**src/rtl/irq_ctl.sv**
```systemverilog
// Interrupt controller: per-source edge capture, MASK/PEND registers, and a
// single-level IDLE/REQ/SERV/GAP handshake with the core's iack line.
module irq_ctl #(
   parameter int NSRC = 8
) (
   input  logic            clk,
   input  logic            rst,
   input  logic [NSRC-1:0] src,
   input  logic            iack,
   output logic            irq,
   output logic [3:0]      cause,
   input  logic            wr_en,
   input  logic [1:0]      addr,
   input  logic [31:0]     wr_data,
   output logic [31:0]     rd_data
);

   localparam logic [1:0] S_IDLE = 2'd0;
   localparam logic [1:0] S_REQ  = 2'd1;
   localparam logic [1:0] S_SERV = 2'd2;
   localparam logic [1:0] S_GAP  = 2'd3;

   logic [NSRC-1:0] sync1, sync2, prev;
   logic [NSRC-1:0] armed;
   logic [1:0]      settle;
   logic [1:0]      state;
   logic [NSRC-1:0] mask, pend;

   logic [NSRC-1:0] rise, pend_nx, wr_clr, ack_clr;
   logic            hit;
   logic [3:0]      sel;
   logic [31:0]     rd_nx;
   logic            settled;
   logic            unused_wr;

   assign unused_wr = ^wr_data[31:NSRC];
   assign settled   = (settle == 2'd2);

   // A line must be seen low after the chain has settled before it can
   // produce an edge, so a line held high across reset stays silent.
   assign rise = sync2 & ~prev & armed;

   always_comb begin
      hit = |(pend & mask);
      sel = 4'd0;
      for (int i = NSRC - 1; i >= 0; i--) begin
         if (pend[i] && mask[i]) sel = 4'(i);
      end
   end

   always_comb begin
      wr_clr  = '0;
      ack_clr = '0;
      if (wr_en && addr == 2'd1) wr_clr = wr_data[NSRC-1:0];
      if (state == S_REQ && iack) ack_clr = {{(NSRC-1){1'b0}}, 1'b1} << cause;
      // New edges are OR-ed in last so a set beats any clear in the same cycle.
      pend_nx = (pend & ~wr_clr & ~ack_clr) | rise;
   end

   always_comb begin
      rd_nx = 32'd0;
      case (addr)
         2'd0: rd_nx = 32'(mask);
         2'd1: rd_nx = 32'(pend);
         2'd2: rd_nx = {state == S_SERV, 27'd0, cause};
         2'd3: rd_nx = {30'd0, state};
         default: rd_nx = 32'd0;
      endcase
   end

   always_ff @(posedge clk or posedge rst) begin
      if (rst) begin
         sync1  <= '0;
         sync2  <= '0;
         prev   <= '0;
         armed  <= '0;
         settle <= 2'd0;
      end else begin
         sync1 <= src;
         sync2 <= sync1;
         prev  <= sync2;
         if (!settled) settle <= settle + 2'd1;
         armed <= armed | ({NSRC{settled}} & ~sync2);
      end
   end

   always_ff @(posedge clk or posedge rst) begin
      if (rst) begin
         mask    <= '0;
         pend    <= '0;
         rd_data <= 32'd0;
      end else begin
         if (wr_en && addr == 2'd0) mask <= wr_data[NSRC-1:0];
         pend    <= pend_nx;
         rd_data <= rd_nx;
      end
   end

   always_ff @(posedge clk or posedge rst) begin
      if (rst) begin
         state <= S_IDLE;
         irq   <= 1'b0;
         cause <= 4'd0;
      end else begin
         case (state)
            S_IDLE: begin
               if (hit) begin
                  cause <= sel;
                  irq   <= 1'b1;
                  state <= S_REQ;
               end
            end
            S_REQ: begin
               if (iack) begin
                  irq   <= 1'b0;
                  state <= S_SERV;
               end
            end
            S_SERV: begin
               if (!iack) state <= S_GAP;
            end
            S_GAP:   state <= S_IDLE;
            default: state <= S_IDLE;
         endcase
      end
   end

endmodule

```
**config.mk**
```make
export PLATFORM = sky130hd
export DESIGN_NAME = irq_ctl
export DESIGN_NICKNAME = d
export VERILOG_FILES = /design/src/rtl/irq_ctl.sv
export SDC_FILE = /design/constraint.sdc
export NUM_CORES = 1
export LEC_CHECK = 0
export CAP_MARGIN = 20
export CELL_PAD_IN_SITES_DETAIL_PLACEMENT = 0
export CELL_PAD_IN_SITES_GLOBAL_PLACEMENT = 2
export CORE_UTILIZATION = 32
export DETAILED_ROUTE_END_ITERATION = 8
export PLACE_DENSITY_LB_ADDON = 0.25
export REMOVE_ABC_BUFFERS = 1
export SLEW_MARGIN = 20
export SYNTH_ARGS = -nofsm -noshare
export SYNTH_HDL_FRONTEND = slang
export SYNTH_SLANG_ARGS = --single-unit
```
**constraint.sdc**
```tcl
create_clock -name clk -period 3.5 [get_ports clk]
set_input_delay 0.7 -clock clk [delete_from_list [all_inputs] [get_ports clk]]
set_output_delay 0.7 -clock clk [all_outputs]
set_load 0.01 [all_outputs]
```
* Word-level counts from Yosys, hierarchy flattened *
Cells that the tools add are included.
W data, S select, Z words.

word-level totals
  bits in registers = 89
  output and inout bits = 37
  word-level logic and storage cells = 71

cells by class
  add/sub/neg operators = 1
  eq/ne operators = 10
  shifts and indexed selects = 1
  mux-type cells = 18
  bitwise gates (word level) = 12
  reductions and logical operators = 18

operator list
  cell                   count
  $pmux W32 S4           1
  $and A8 B8 Y8          6
  $not A8 Y8             4
  $mux W4                7
  $mux W8                2
  $or A8 B8 Y8           2
  $logic_and A1 B1 Y1    11
  $eq A2 B2 Y1 const B   5
  $pmux W2 S4            1
  $reduce_or A8 Y1       1
  $shl A1 B4 Y8 const A  1
  $mux W2                3
  $ne A2 B2 Y1 const B   3
  $reduce_and A3 Y1      2
  $eq A2 B1 Y1 const B   2
  $logic_not A2 Y1       2
  $mux W3                1
  $add A2 B1 Y2 const B  1
  $mux W1                2
  $pmux W1 S2            1
  $reduce_and A2 Y1      1
  $reduce_bool A2 Y1     1

* Depth between registers and ports, before layout *
  depth in word-level cells = 9
  depth in mapped cells = 6
  gate-level depth less buffers = 6

* Least setup slack after synthesis *
Ideal clock, no wire load.

  kind = input-to-reg
  start point = input port addr[0]
  end point = register mask[0]
  data arrival time = 1495 ps
  setup slack = 1881 ps
  stages on the path = 2
  buffers on the path = 0
  cell sequence = nor3b_2 > mux2_2

between the ends
  word-level cells in the longest chain between the ends = 2

RTL lines
  item                  RTL line  text
  from (decl)           13        input logic [1:0] addr,
  $logic_not A2 Y1      93        if (wr_en && addr == 2'd0) mask <= wr_data[NSRC-1:0];
  $logic_and A1 B1 Y1   93
  to (signal assigned)  93
  to (decl)             27        logic [NSRC-1:0] mask, pend;

Every way passes these cells.
A chain may end at the register's enable or synchronous reset.

* Final worst setup path *
  start point = register cause[1]
  end point = output port cause[1]

RTL lines
  item                    RTL line  text
  from (decl)             11        output logic [3:0] cause,
  from (signal assigned)  108       cause <= sel;

No word-level cell between the ends.

==> flow_summary.toml <==
[outcome]
outcome = "finished, final reports clean"

[detailed_routing]
drc_errors = 0
dr.pass1.iters = 4
wirelength_um = 5020
postRouteAntennaNets = 0
wl_per_cell_um = 13.6
vias_per_cell = 4.44
drtIter0Drc = 93
num_vias = 1642

[setup_path]
r2r-end = "state[1]$_DFFE_PP0P_"
cp.required_ns = 2.80
slowest_stage = "clkdlybuf4s50_1"
cpPeakStageDelay_ns = 0.62
r2r_cells = 5
critical_path_class = "reg2out"
cp-start-kind = "register"
critPathBufInv = 1
worstPathCellList = "clkdlybuf4s50_1"
rr_startpoint = "state[1]$_DFFE_PP0P_"
reg2reg_slack_ns = 1.87
arrival_ns = 1.50
path_max_fanout = 9
path_delay_family = "buffers and inverters"
critPathCaptureType = "primary output"

[yosys]
syn_inst = 216
synth_top_family_by_area = "compound AO/OA/AOI/OAI gates"
yosysUniqueCellTypes = 34
synth_warnings = 0
synth-xor-area-share_pct = 0.322
synth.ff_latch_count = 65
synth_area_um2 = 2720
synth_ff_type = "dfrtp_1"
syn_area_per_cell_um2 = 12.6
synthMuxAreaShare_pct = 7.72
synthAdderAreaFrac_pct = 2.30
synth_area_leaders = "dfrtp_1 (60%), buf_4 (6.6%), mux2_2 (3.3%), nand2_1 (2.6%), ha_1 (2.3%)"
synthSimpleGateAreaFrac_pct = 6.62
yosys.area.top_type = "dfrtp_1"
synthTopCellsByCount = "dfrtp_1 (65), buf_4 (24), nand2_1 (19)"
synth.top_cell.area_share_pct = 59.7
synth_compound_area_share_pct = 13.7
seq_area_frac_synth_pct = 59.7
synth_edf_count = 0
synth.most_common_cell = "dfrtp_1"
async_flop_share_pct = 100

[floorplanning]
pin_count = 83
chipHeight_um = 94.2
core_um2 = 8220
die_w_um = 94.2
initial_utilization_pct = 33.1
die_area_um2 = 8880
rows = 33

[cts]
cts.clk_slew.worst_paths_ns = 0.07
clock_sink_count = 65
cts_setup_buffers = 0
cts_root_buf = "clkbuf_8"
holdBufCountCts = 0
h-tree-depth = 3
clkLatencyLatePin_ns = 0.35
clockBufferDepth = 2
cts_resized = 0
cts_tree = "done"
cts_made_buffers = 9

[finish]
nets = 311
num_antenna_cells = 0
syn_to_final_growth_pct = 22.4
drive_above_1_share_pct = 15.1
utilization_pct = 40.6

[sta]
hold_viol = 0
clock_skew_ns = 0.0108
fin_tns_setup_ns = 0
maxSlewHeadroom_pct = 51.8
clock.fmax_mhz = 455
worstMarginPinSlew_ns = 0.720
rsz0062_at_grt = "no"
slew_violations = 0
min_period_ns = 2.20
setup_viol = 0
holdWs_ns = 0.351
fin_crit_sh_pct = 62.8

[place]
portBuffers = 34
dp_hpwl_um = 3530
routabilityCongestion = 0.797

[global_route]
grt_pass1_wl_um = 8220
grt-ovfl-total = 0
antenna_found_initial = 0
grt_max_degree = 24
track_usage_pct = 12.7
grt_pass1_vias = 1597

[power]
pwr-share-seq_pct = 44.7
p_int_w = 0.00154
p_sw_share_pct = 30.5
p_sw_w = 0.000676
peakVddDrop_mv = 0.195
cellPowerDensity_nw_per_um2 = 664
p_comb_share_pct = 23.4
p_clk_share_pct = 31.8
leakage_nw = 1.48

[hold_path]
hp-class = "reg2reg"
hold_start = "sync1[7]$_DFF_PP0_"
holdPathStages = 0
min_to = "sync2[7]$_DFF_PP0_"

[run]
maxCapViolCount = 0
-- flip-flops by register name (all words and copies together) (netlist names) --
signal / flops
rd_data: 9
armed: 8
mask: 8
pend: 8
prev: 8
sync1: 8
sync2: 8
cause: 3
settle: 2
state: 2
irq: 1
-- worst max-delay path by stage --
stage                                     from  slack, ns  cells after the start             endpoint
final                     cause[1]$_DFFE_PP0P_       1.30                      1             cause[1]
after detailed placement               addr[1]       1.04                      4  mask[4]$_DFFE_PP0P_
after CTS                 cause[0]$_DFFE_PP0P_       1.31                      1             cause[0]
after global routing      cause[1]$_DFFE_PP0P_       1.26                      1             cause[1]
after global placement                 addr[1]       1.05                      4  mask[6]$_DFFE_PP0P_
after floorplan                            rst       1.17                      1   armed[0]$_DFF_PP0_
-- area by class of cell --
| type | count | area [um2] |
|---|---|---|
| fillers | 801 | 4880 |
| flip-flops and latches | 65 | 1630 |
| multi-input cells | 130 | 926 |
| repair buffers | 38 | 370 |
| well taps | 105 | 131 |
| clock buffers | 9 | 124 |
| clock inverters | 7 | 93.8 |
| inverters | 16 | 60.1 |
-- placed cells by master (no fill, tap or decap), drive strengths merged --
master and n:
conb 24, clkdlybuf4s50 34, inv 17, mux4 2
a32o 2, ha 5, dfrtp 65, clkinv 2
o2bb2ai 4, mux2 9, xnor2 1, and3 1
bufinv 2, buf 4, o22ai 1, nand3b 1
and3b 2, nor3b 1, a32oi 5, nor2b 1
clkinvlp 2, nor2 10, a21o 8, a31oi 1
mux2i 6, o221a 1, a21oi 6, nand4 1
o32a 1, nand2 19, o21ai 9, clkbuf 9
a22oi 9
-- through the flow --
stage | area (um2) | worst slack [ns] | std cells | total power [W]
after floorplan | 2610 | 1.17 | 211 | 0.00130
after global routing | 3330 | 1.26 | 370 | 0.00234
final | 3330 | 1.30 | 370 | 0.00221
after detailed placement | 3110 | 1.04 | 354 | 0.00152
after global placement | 3110 | 1.05 | 354 | 0.00152
after CTS | 3330 | 1.31 | 370 | 0.00224
-- kinds of logic after synthesis --
group | count (synthesis)
flip-flops | 65
XOR/XNOR | 1
multiplexers | 17
buffers and inverters | 44
adder cells (fa/ha/maj) | 5
other | 1
AO/OA/AOI/OAI | 47
AND/OR/NAND/NOR | 36
-- metal layers --
layer | vias up | GRT usage, % | wire length [um]
met5 | - | 0 | 0
met4 | 0 | 7.69 | 114
met3 | 11 | 2.67 | 221
met2 | 52 | 19.0 | 2330
met1 | 785 | 16.8 | 2350
li1 | 794 | - | -
-- power by group through the flow --
stage	logic (W)	clock network, W	registers [W]
2_1_floorplan	0.000313	0	0.000986
3_3_place_gp	0.000515	0	0.00100
3_5_place_dp	0.000519	0	0.00100
4_1_cts	0.000524	0.000723	0.000988
5_1_grt	0.000575	0.000757	0.00100
6_report	0.000518	0.000705	0.000991
(Power assumes the default switching activity.)
